==> src/rtl/can_pkg.sv <==
// Shared CAN receive-path constants, bit classification and CRC-15 step.
package can_pkg;

  localparam int               CRC_W         = 15;
  localparam logic [CRC_W-1:0] CAN_CRC_POLY  = 15'h4599;
  localparam int               CAN_STUFF_LEN = 5;
  localparam logic             ERR_IDLE      = 1'b1;

  // How the bit sampled on the current edge is treated by the destuffer.
  typedef enum logic [2:0] {
    ACT_PASS,
    ACT_SOF,
    ACT_DATA,
    ACT_STUFF,
    ACT_ERROR,
    ACT_LOCKED
  } bit_act_e;

  function automatic logic [CRC_W-1:0] crc15_step(
    input logic [CRC_W-1:0] crc,
    input logic             din,
    input logic [CRC_W-1:0] poly
  );
    logic n;
    n = din ^ crc[CRC_W-1];
    return {crc[CRC_W-2:0], 1'b0} ^ (n ? poly : '0);
  endfunction

endpackage

==> src/rtl/can_crc15.sv <==
// CAN CRC-15 shift/xor register; clr and en on the same edge restarts from zero.
module can_crc15
  import can_pkg::*;
#(
  parameter logic [CRC_W-1:0] POLY = CAN_CRC_POLY
) (
  input  logic             clk,
  input  logic             reset,
  input  logic             clr,
  input  logic             en,
  input  logic             din,
  output logic [CRC_W-1:0] crc
);

  logic [CRC_W-1:0] base;

  assign base = clr ? '0 : crc;

  always_ff @(posedge clk) begin
    if (reset) begin
      crc <= '0;
    end else if (en) begin
      crc <= crc15_step(base, din, POLY);
    end else if (clr) begin
      crc <= '0;
    end
  end

endmodule

==> src/rtl/destuff_crc_block.sv <==
// CAN receive-path destuffer with stuff-violation detection and CRC-15 check.
// stuffErro / crcErro are active-low, one-cycle pulses.
module destuff_crc_block
  import can_pkg::*;
#(
  parameter logic [CRC_W-1:0] CRC_POLY  = CAN_CRC_POLY,
  parameter int               STUFF_LEN = CAN_STUFF_LEN
) (
  input  logic             samplePoint,
  input  logic             reset,
  input  logic             rxBit,
  input  logic             stuffEnable,
  input  logic             crcEnable,
  input  logic             crcCheck,
  input  logic             crcEnd,
  output logic             dataBit,
  output logic             dataValid,
  output logic             stuffErro,
  output logic             crcErro,
  output logic [CRC_W-1:0] crcReg
);

  localparam logic [2:0] STUFF_RUN = 3'(STUFF_LEN);

  logic             last_bit;
  logic [2:0]       run_len;
  logic             stuff_lock;
  logic             prev_stuff_en;
  logic [CRC_W-1:0] rx_crc;

  bit_act_e act;
  logic     sof;
  logic     bit_valid;
  logic     crc_en;
  logic     rx_shift;

  // SOF outranks the lock so a fresh frame always recovers from a stuff error.
  always_comb begin
    sof = stuffEnable & ~prev_stuff_en;
    act = ACT_DATA;
    if (sof) begin
      act = ACT_SOF;
    end else if (stuff_lock) begin
      act = ACT_LOCKED;
    end else if (!stuffEnable) begin
      act = ACT_PASS;
    end else if (run_len == STUFF_RUN) begin
      act = (rxBit == last_bit) ? ACT_ERROR : ACT_STUFF;
    end
  end

  assign bit_valid = (act == ACT_SOF) || (act == ACT_DATA) || (act == ACT_PASS);
  assign crc_en    = bit_valid & crcEnable & ~crcCheck;
  assign rx_shift  = bit_valid & crcCheck;

  can_crc15 #(
    .POLY (CRC_POLY)
  ) u_crc (
    .clk   (samplePoint),
    .reset (reset),
    .clr   (sof),
    .en    (crc_en),
    .din   (rxBit),
    .crc   (crcReg)
  );

  always_ff @(posedge samplePoint) begin
    if (reset) begin
      dataBit       <= 1'b1;
      dataValid     <= 1'b0;
      stuffErro     <= ERR_IDLE;
      crcErro       <= ERR_IDLE;
      last_bit      <= 1'b1;
      run_len       <= '0;
      stuff_lock    <= 1'b0;
      prev_stuff_en <= 1'b0;
      rx_crc        <= '0;
    end else begin
      prev_stuff_en <= stuffEnable;
      dataBit       <= rxBit;
      dataValid     <= bit_valid;
      stuffErro     <= (act == ACT_ERROR) ? ~ERR_IDLE : ERR_IDLE;
      // The compare sees the pre-edge registers; a locked frame already reported.
      crcErro       <= (crcEnd && !stuff_lock && (rx_crc != crcReg)) ? ~ERR_IDLE : ERR_IDLE;

      case (act)
        ACT_SOF: begin
          stuff_lock <= 1'b0;
          run_len    <= 3'd1;
          last_bit   <= rxBit;
        end
        ACT_DATA: begin
          if (rxBit == last_bit) begin
            run_len <= run_len + 3'd1;
          end else begin
            run_len  <= 3'd1;
            last_bit <= rxBit;
          end
        end
        ACT_STUFF: begin
          run_len  <= 3'd1;
          last_bit <= rxBit;
        end
        ACT_ERROR: begin
          run_len    <= '0;
          stuff_lock <= 1'b1;
        end
        ACT_PASS: begin
          run_len <= '0;
        end
        ACT_LOCKED: begin
          if (!stuffEnable) begin
            run_len <= '0;
          end
        end
        default: begin
          run_len <= '0;
        end
      endcase

      if (sof) begin
        rx_crc <= rx_shift ? {{(CRC_W-1){1'b0}}, rxBit} : '0;
      end else if (rx_shift) begin
        rx_crc <= {rx_crc[CRC_W-2:0], rxBit};
      end
    end
  end

endmodule

==> config.mk <==
export PLATFORM = sky130hd
export DESIGN_NAME = destuff_crc_block
export DESIGN_NICKNAME = d
export VERILOG_FILES = /design/src/rtl/can_pkg.sv /design/src/rtl/can_crc15.sv /design/src/rtl/destuff_crc_block.sv
export SDC_FILE = /design/constraint.sdc
export NUM_CORES = 1
export LEC_CHECK = 0
export CAP_MARGIN = 30
export CORE_MARGIN = 2
export CORE_UTILIZATION = 41
export DETAILED_ROUTE_END_ITERATION = 10
export GPL_TIMING_DRIVEN = 0
export SETUP_SLACK_MARGIN = 0.05
export SLEW_MARGIN = 20
export SYNTH_ARGS = -nofsm -noshare
export SYNTH_HDL_FRONTEND = slang
export SYNTH_SLANG_ARGS = --single-unit
==> constraint.sdc <==
create_clock -name samplePoint -period 1.7 [get_ports samplePoint]
set_clock_uncertainty 0.1 [all_clocks]
set_input_delay 0.255 -clock samplePoint [delete_from_list [all_inputs] [get_ports samplePoint]]
set_output_delay 0.255 -clock samplePoint [all_outputs]
set_load 0.02 [all_outputs]
== Word-level counts from Yosys, hierarchy flattened ==
Index checks and enable logic that the tools add are counted.

* Output and inout port bits: 19
* Input port bits: 7
* Word-level logic and storage cells: 59
* Register bits: 40

* Multiplexer cells: 19
* Equality and inequality tests: 10
* Reductions and logical operators: 11
* Bitwise logic cells: 8
* Add/subtract/negate cells: 1

{| class="wikitable"
|+ Operators with widths
! cell !! number
|-
| $mux 15 || 5
|-
| $mux 3 || 7
|-
| $ne 15x15->1 || 1
|-
| $xor 15x15->15 || 1
|-
| $eq 3x3->1 const B || 3
|-
| $pmux 3 s3 || 1
|-
| $eq 3x2->1 const B || 2
|-
| $reduce_bool 2->1 || 3
|-
| $and 1x1->1 || 4
|-
| $mux 1 || 4
|-
| $ne 2x2->1 const B || 2
|-
| $pmux 1 s2 || 2
|-
| $add 3x1->3 const B || 1
|-
| $eq 3x1->1 const B || 1
|-
| $logic_not 3->1 || 1
|-
| $logic_and 1x1->1 || 2
|-
| $logic_or 1x1->1 || 2
|-
| $not 1->1 || 2
|-
| $reduce_and 2->1 || 1
|-
| $reduce_or 2->1 || 1
|-
| $eq 1x1->1 || 1
|-
| $logic_not 1->1 || 1
|-
| $xor 1x1->1 || 1
|}

== Depth between registers and ports, before layout ==
* Word-level depth: 12
* Mapped depth: 8
* Depth with buffers taken out: 6

== Modules after synthesis ==
Synthesis repeated with hierarchy kept, for this count alone.

* Cells, all modules: 203
* Area, all modules: 1994.4 µm²

{| class="wikitable"
|+ Modules (own cells, without submodules)
! module !! area an instance (µm²) !! seq. area each (µm²) !! times used !! cells an instance
|-
| destuff_crc_block || 1306.3 || 500.5 || 1 || 132
|-
| can_crc15 || 688.2 || 300.3 || 1 || 71
|}

== Worst setup path before layout ==
OpenSTA, ideal clock, no wires.

* Path kind: reg-to-reg
* Start: register run_len[1]
* End: register rx_crc[10]
* Cell stages (with the launch flop): 9
* Library setup time: 128 ps
* Path slack: 0 ps
* Data arrival time: 1472 ps
* Period minus slack after synthesis: 1700 ps
* Buffers on the path: 2
* Required time: 1472 ps
* Cells stage by stage: dfxtp_1 inv_1 ha_1 a31o_4 a21bo_1 buf_6 buf_12 mux2i_1 nor2_1

* Longest elaborated chain between the ends: 10

{| class="wikitable"
|+ Ends and longest elaborated chain
! item !! line !! text
|-
| from (decl) || destuff_crc_block.sv:26 || <nowiki>logic [2:0] run_len;</nowiki>
|-
| from (signal assigned) || destuff_crc_block.sv:94 || <nowiki>run_len <= run_len + 3'd1;</nowiki>
|-
| $eq 3x3->1 * || destuff_crc_block.sv:47 || <nowiki>end else if (run_len == STUFF_RUN) begin</nowiki>
|-
| $mux 3 * || destuff_crc_block.sv:47 ||
|-
| $mux 3 * || destuff_crc_block.sv:45 || <nowiki>end else if (!stuffEnable) begin</nowiki>
|-
| $mux 3 * || destuff_crc_block.sv:43 || <nowiki>end else if (stuff_lock) begin</nowiki>
|-
| $mux 3 * || destuff_crc_block.sv:41 || <nowiki>if (sof) begin</nowiki>
|-
| $eq 3x1->1 / $eq 3x2->1 (equally long branches) || destuff_crc_block.sv:52 || <nowiki>assign bit_valid = (act == ACT_SOF) || (act == ACT_DATA) || (act == ACT_PASS);</nowiki>
|-
| $logic_or 1x1->1 || destuff_crc_block.sv:52 ||
|-
| $logic_or 1x1->1 * || destuff_crc_block.sv:52 ||
|-
| $and 1x1->1 * || destuff_crc_block.sv:54 || <nowiki>assign rx_shift = bit_valid & crcCheck;</nowiki>
|-
| $reduce_bool 2->1 (no line) * || -- ||
|-
| to (signal assigned) || destuff_crc_block.sv:122 || <nowiki>rx_crc <= rx_shift ? {{(CRC_W-1){1'b0}}, rxBit} : '0;</nowiki>
|-
| to (signal assigned) || destuff_crc_block.sv:124 || <nowiki>rx_crc <= {rx_crc[CRC_W-2:0], rxBit};</nowiki>
|-
| to (decl) || destuff_crc_block.sv:29 || <nowiki>logic [CRC_W-1:0] rx_crc;</nowiki>
|}

Mark *: on every way between the ends. The rest lies on a longest branch, timed or not.
A chain may end at the register's enable or synchronous reset.

== Final worst setup path ==
* Start: register run_len[1]
* End: register u_crc.crc[4]

* Longest elaborated chain between the ends: 11

{| class="wikitable"
|+ Ends and longest elaborated chain
! item !! line !! text
|-
| $eq 3x3->1 * || destuff_crc_block.sv:47 ||
|-
| $mux 3 * || destuff_crc_block.sv:47 ||
|-
| $mux 3 * || destuff_crc_block.sv:45 ||
|-
| $mux 3 * || destuff_crc_block.sv:43 ||
|-
| $mux 3 * || destuff_crc_block.sv:41 ||
|-
| $eq 3x1->1 / $eq 3x2->1 (equally long branches) || destuff_crc_block.sv:52 ||
|-
| $logic_or 1x1->1 || destuff_crc_block.sv:52 ||
|-
| $logic_or 1x1->1 * || destuff_crc_block.sv:52 ||
|-
| $and 1x1->1 * (2 in series) || destuff_crc_block.sv:53 || <nowiki>assign crc_en = bit_valid & crcEnable & ~crcCheck;</nowiki>
|-
| $mux 15 * || can_crc15.sv:22 || <nowiki>end else if (en) begin</nowiki>
|-
| to (signal assigned) || can_crc15.sv:23 || <nowiki>crc <= crc15_step(base, din, POLY);</nowiki>
|-
| to (decl) || can_crc15.sv:12 || <nowiki>output logic [CRC_W-1:0] crc</nowiki>
|}

Marks and branches as above.

==> impl_metrics.csv <==
group,metric,value,unit
worst_setup_path,critical_path_class,"reg -> reg",
timing,slew_headroom,57.87,%
synthesis,yosysWarnings,0,
timing,post-route-period-util,98.48,%
worst_setup_path,regToRegSetupSlack,0.03,ns
worst_setup_path,cpMostUsedCell,"buf_6",
synthesis,seq_area_frac_synth,42.11,%
power_and_ir_drop,vdd_drop_max,472.6,uV
worst_setup_path,cp-end-kind,"flop",
worst_setup_path,cpPeakStageDelay,0.34,ns
global_route,grt_overflow,0,
timing,fmax,0.5973,GHz
floorplan,core-area,4414,sq um
worst_setup_path,critical_path_depth,9,
floorplan,initial_core_util,43.08,%
routing,vias,1538,
placed_design,dp_cells,284,
synthesis,syn_nets,217,
timing,setup_viol,0,
routing,drtAntennaViolNets,0,
timing,slew_violations,0,
clock_network,cts_tree,"built",
synthesis,syn_avg_cell_area,9.143,sq um
synthesis,synth_most_common_cell,"dfxtp_1",
timing,hold_slack,0.3390,ns
worst_setup_path,path_cells,"inv_2 > ha_4 > a31o_4 > buf_6 > a21o_1 > buf_6 > buf_8 > nand3_2 > a21oi_2",
finish,drive_above_1_share,16.87,%
finish,layout.nets,258,
power_and_ir_drop,cellPowerDensity,750.9,nW/um^2
worst_setup_path,cp_slowest_cell,"dfxtp_2",
worst_setup_path,cp.arrival,1.73,ns
power_and_ir_drop,power.total,1.835,mW
global_route,grt_max_degree,12,
global_route,grt_pass1_vias,1485,
finish,diodes,0,
global_route,grt_antenna_before_repair,0,
timing,tightest_slew,0.6319,ns
power_and_ir_drop,cellLeakagePower,1.067,nW
routing,viasPerCell,5.110,
worst_setup_path,crit_end,"u_crc.crc[4]$_SDFF_PP0_",
worst_setup_path,rr_startpoint,"run_len[1]$_SDFFE_PP0P_",
clock_network,ctsHoldBuffers,0,
finish,syn2layout_area_growth,28.49,%
worst_setup_path,r2r_cells,9,
timing,hold_violations,0,
worst_setup_path,critPathBufInv,4,
timing,worst_slack,0.02589,ns
floorplan,row_count,24,
synthesis,synth_edf_count,0,
routing,wirelength,4331,um
finish,final_cell_count_no_fill,301,
routing,dr.pass1.iters,4,
clock_network,cts.sinks,40,
synthesis,synth_cells,208,
routing,wl_per_cell,14.39,um
routing,drtIter0Drc,68,
worst_setup_path,crit_start,"run_len[1]$_SDFFE_PP0P_",
placed_design,preCtsSetupSlack,-0.2939,ns
run_status,status,"completed",
synthesis,synthTopCellsByArea,"dfxtp_1, mux2i_1, xor2_1, a21oi_1, nand2_1",
worst_setup_path,r2r_end,"u_crc.crc[4]$_SDFF_PP0_",
synthesis,synth_top_area_share,42.11,%
floorplan,die_area,5199,sq um
global_route,grt_pass1_wl,7300,um
floorplan,io_pins,26,
clock_network,ctsRootBufferMaster,"clkbuf_8",
synthesis,ys.flop_type,"dfxtp_1",
timing,min_period,1.674,ns
clock_network,cts_max_level,2,
flow_run,maxCapViolations,0,
timing,rsz0062_at_grt,"yes",
timing,finalSetupTns,0,ns
worst_setup_path,crit_fanout,10,
synthesis,yosys.cell_types.count,37,
worst_setup_path,worstSetupStartpointType,"flop",
placed_design,portBuffers,24,
floorplan,die_w,72.11,um
worst_setup_path,worstPathRequired,1.75,ns
placed_design,dp_hpwl,2940,um
global_route,grt_use_total,18.06,%
min_path,min_path_type,"in -> reg",
floorplan,fp.dieH,72.11,um
placed_design,gp_routability_congestion,0.7387,
synthesis,yosys.area.top_type,"dfxtp_1",
synthesis,ys_ff_latch,40,
clock_network,clk_pin_slew,0.07,ns
synthesis,synth_area,1902,sq um
synthesis,ys_async_sr_fraction,0,%
clock_network,cts_buffer_depth,2,
worst_setup_path,path_delay_family,"buffers and inverters",
synthesis,synthTopCellsByCount,"dfxtp_1, nand2_1, nor2_1",
clock_network,cts_made_buffers,5,
routing,drc,0,
clock_network,clk_latency,0.29,ns
metrics by stage:
stage               area [sq um]  utilization, %
detailed placement          2220           50.28
global placement            2220           50.28
floorplan                   1914               -
CTS                         2410           54.59
global route                2444           55.36
finish                      2444           55.36
routing by layer:
layer / vias to the layer above / wire (um) / part of all wire [%] / track usage [%]
met4: 0 / 38 / 0.88 / 3.774
li1: 792 / - / - / -
met2: 23 / 1810 / 42 / 26.71
met5: - / 0 / 0 / 0
met1: 718 / 2333 / 54 / 26.90
met3: 5 / 149 / 3.4 / 4.028
worst min-delay path: stages:
cell and delay (ns):
buf_2 0.17, o21ai_0 0.09, a21o_1 0.12, a21oi_2 0.04
final cells by class:
type / instances / area (sq um)
repair buffers: 34 / 339.1
clock inverters: 1 / 5.005
multi-input cells: 152 / 1027
inverters: 2 / 7.507
plain buffers: 14 / 123.9
flip-flops and latches: 40 / 803.3
well taps: 52 / 65.06
clock buffers: 6 / 72.57
fillers: 417 / 1971
timing repair:
| item | 4_1_cts | 5_1_grt |
|---|---|---|
| setup buffers | 8 | 1 |
| resized for setup | 27 | 12 |
| pin swaps | 3 | 8 |
| setup endpoints to repair | 41 | 30 |
| gates cloned | 1 | 0 |
| hold endpoints to repair | 0 | 0 |
worst min path at each step:
stage	depth (start not counted)	endpoint	start
4_1_cts	4	u_crc.crc[7]$_SDFF_PP0_	rxBit
3_5_place_dp	2	u_crc.crc[12]$_SDFF_PP0_	u_crc.crc[12]$_SDFF_PP0_
2_1_floorplan	1	crcErro$_SDFF_PP1_	crcEnd
6_report	4	u_crc.crc[7]$_SDFF_PP0_	rxBit
3_3_place_gp	2	u_crc.crc[12]$_SDFF_PP0_	u_crc.crc[12]$_SDFF_PP0_
5_1_grt	4	u_crc.crc[7]$_SDFF_PP0_	rxBit
registers in the layout, indices dropped and copies added (netlist names):
signal,cells
rx_crc,15
u_crc.crc,15
run_len,3
crcErro,1
dataBit,1
dataValid,1
last_bit,1
prev_stuff_en,1
stuffErro,1
stuff_lock,1
kinds of logic after synthesis:
logic type | Yosys count | synth area share [%]
AO/OA/AOI/OAI | 44 | 14.93
XOR/XNOR | 22 | 10.13
adder cells (fa/ha/maj) | 2 | 1.316
buffers and inverters | 16 | 5.658
flip-flops | 40 | 42.11
multiplexers | 15 | 7.895
AND/OR/NAND/NOR | 69 | 17.96
report_power, final:
part           internal, mW  switching [mW]
logic                 0.122           0.136
clock network         0.279           0.324
registers             0.956          0.0184
cell usage in the layout, fill, tap and decap left out, drive strengths merged, types with 2 or more instances in the layout:
master         netlist  layout
xor2                16      16
nand2               18      18
ha                   2       2
nor2b                2       2
nor3                 2       2
a21o                 6       6
clkbuf               5      11
xnor2                6       6
o21ai                9       9
a21boi               4       4
o211ai               2       2
nor2                18      18
nand3                8       8
clkdlybuf4s50        0       8
a21oi               19      19
or3                  6       6
nor4                 3       3
mux2i               15      15
nand2b               3       3
nor4b                2       2
dfxtp               40      40
buf                  9      19
inv                  2       2
dlygate4sd2          0      16
Power figures use the tool's default switching activity.
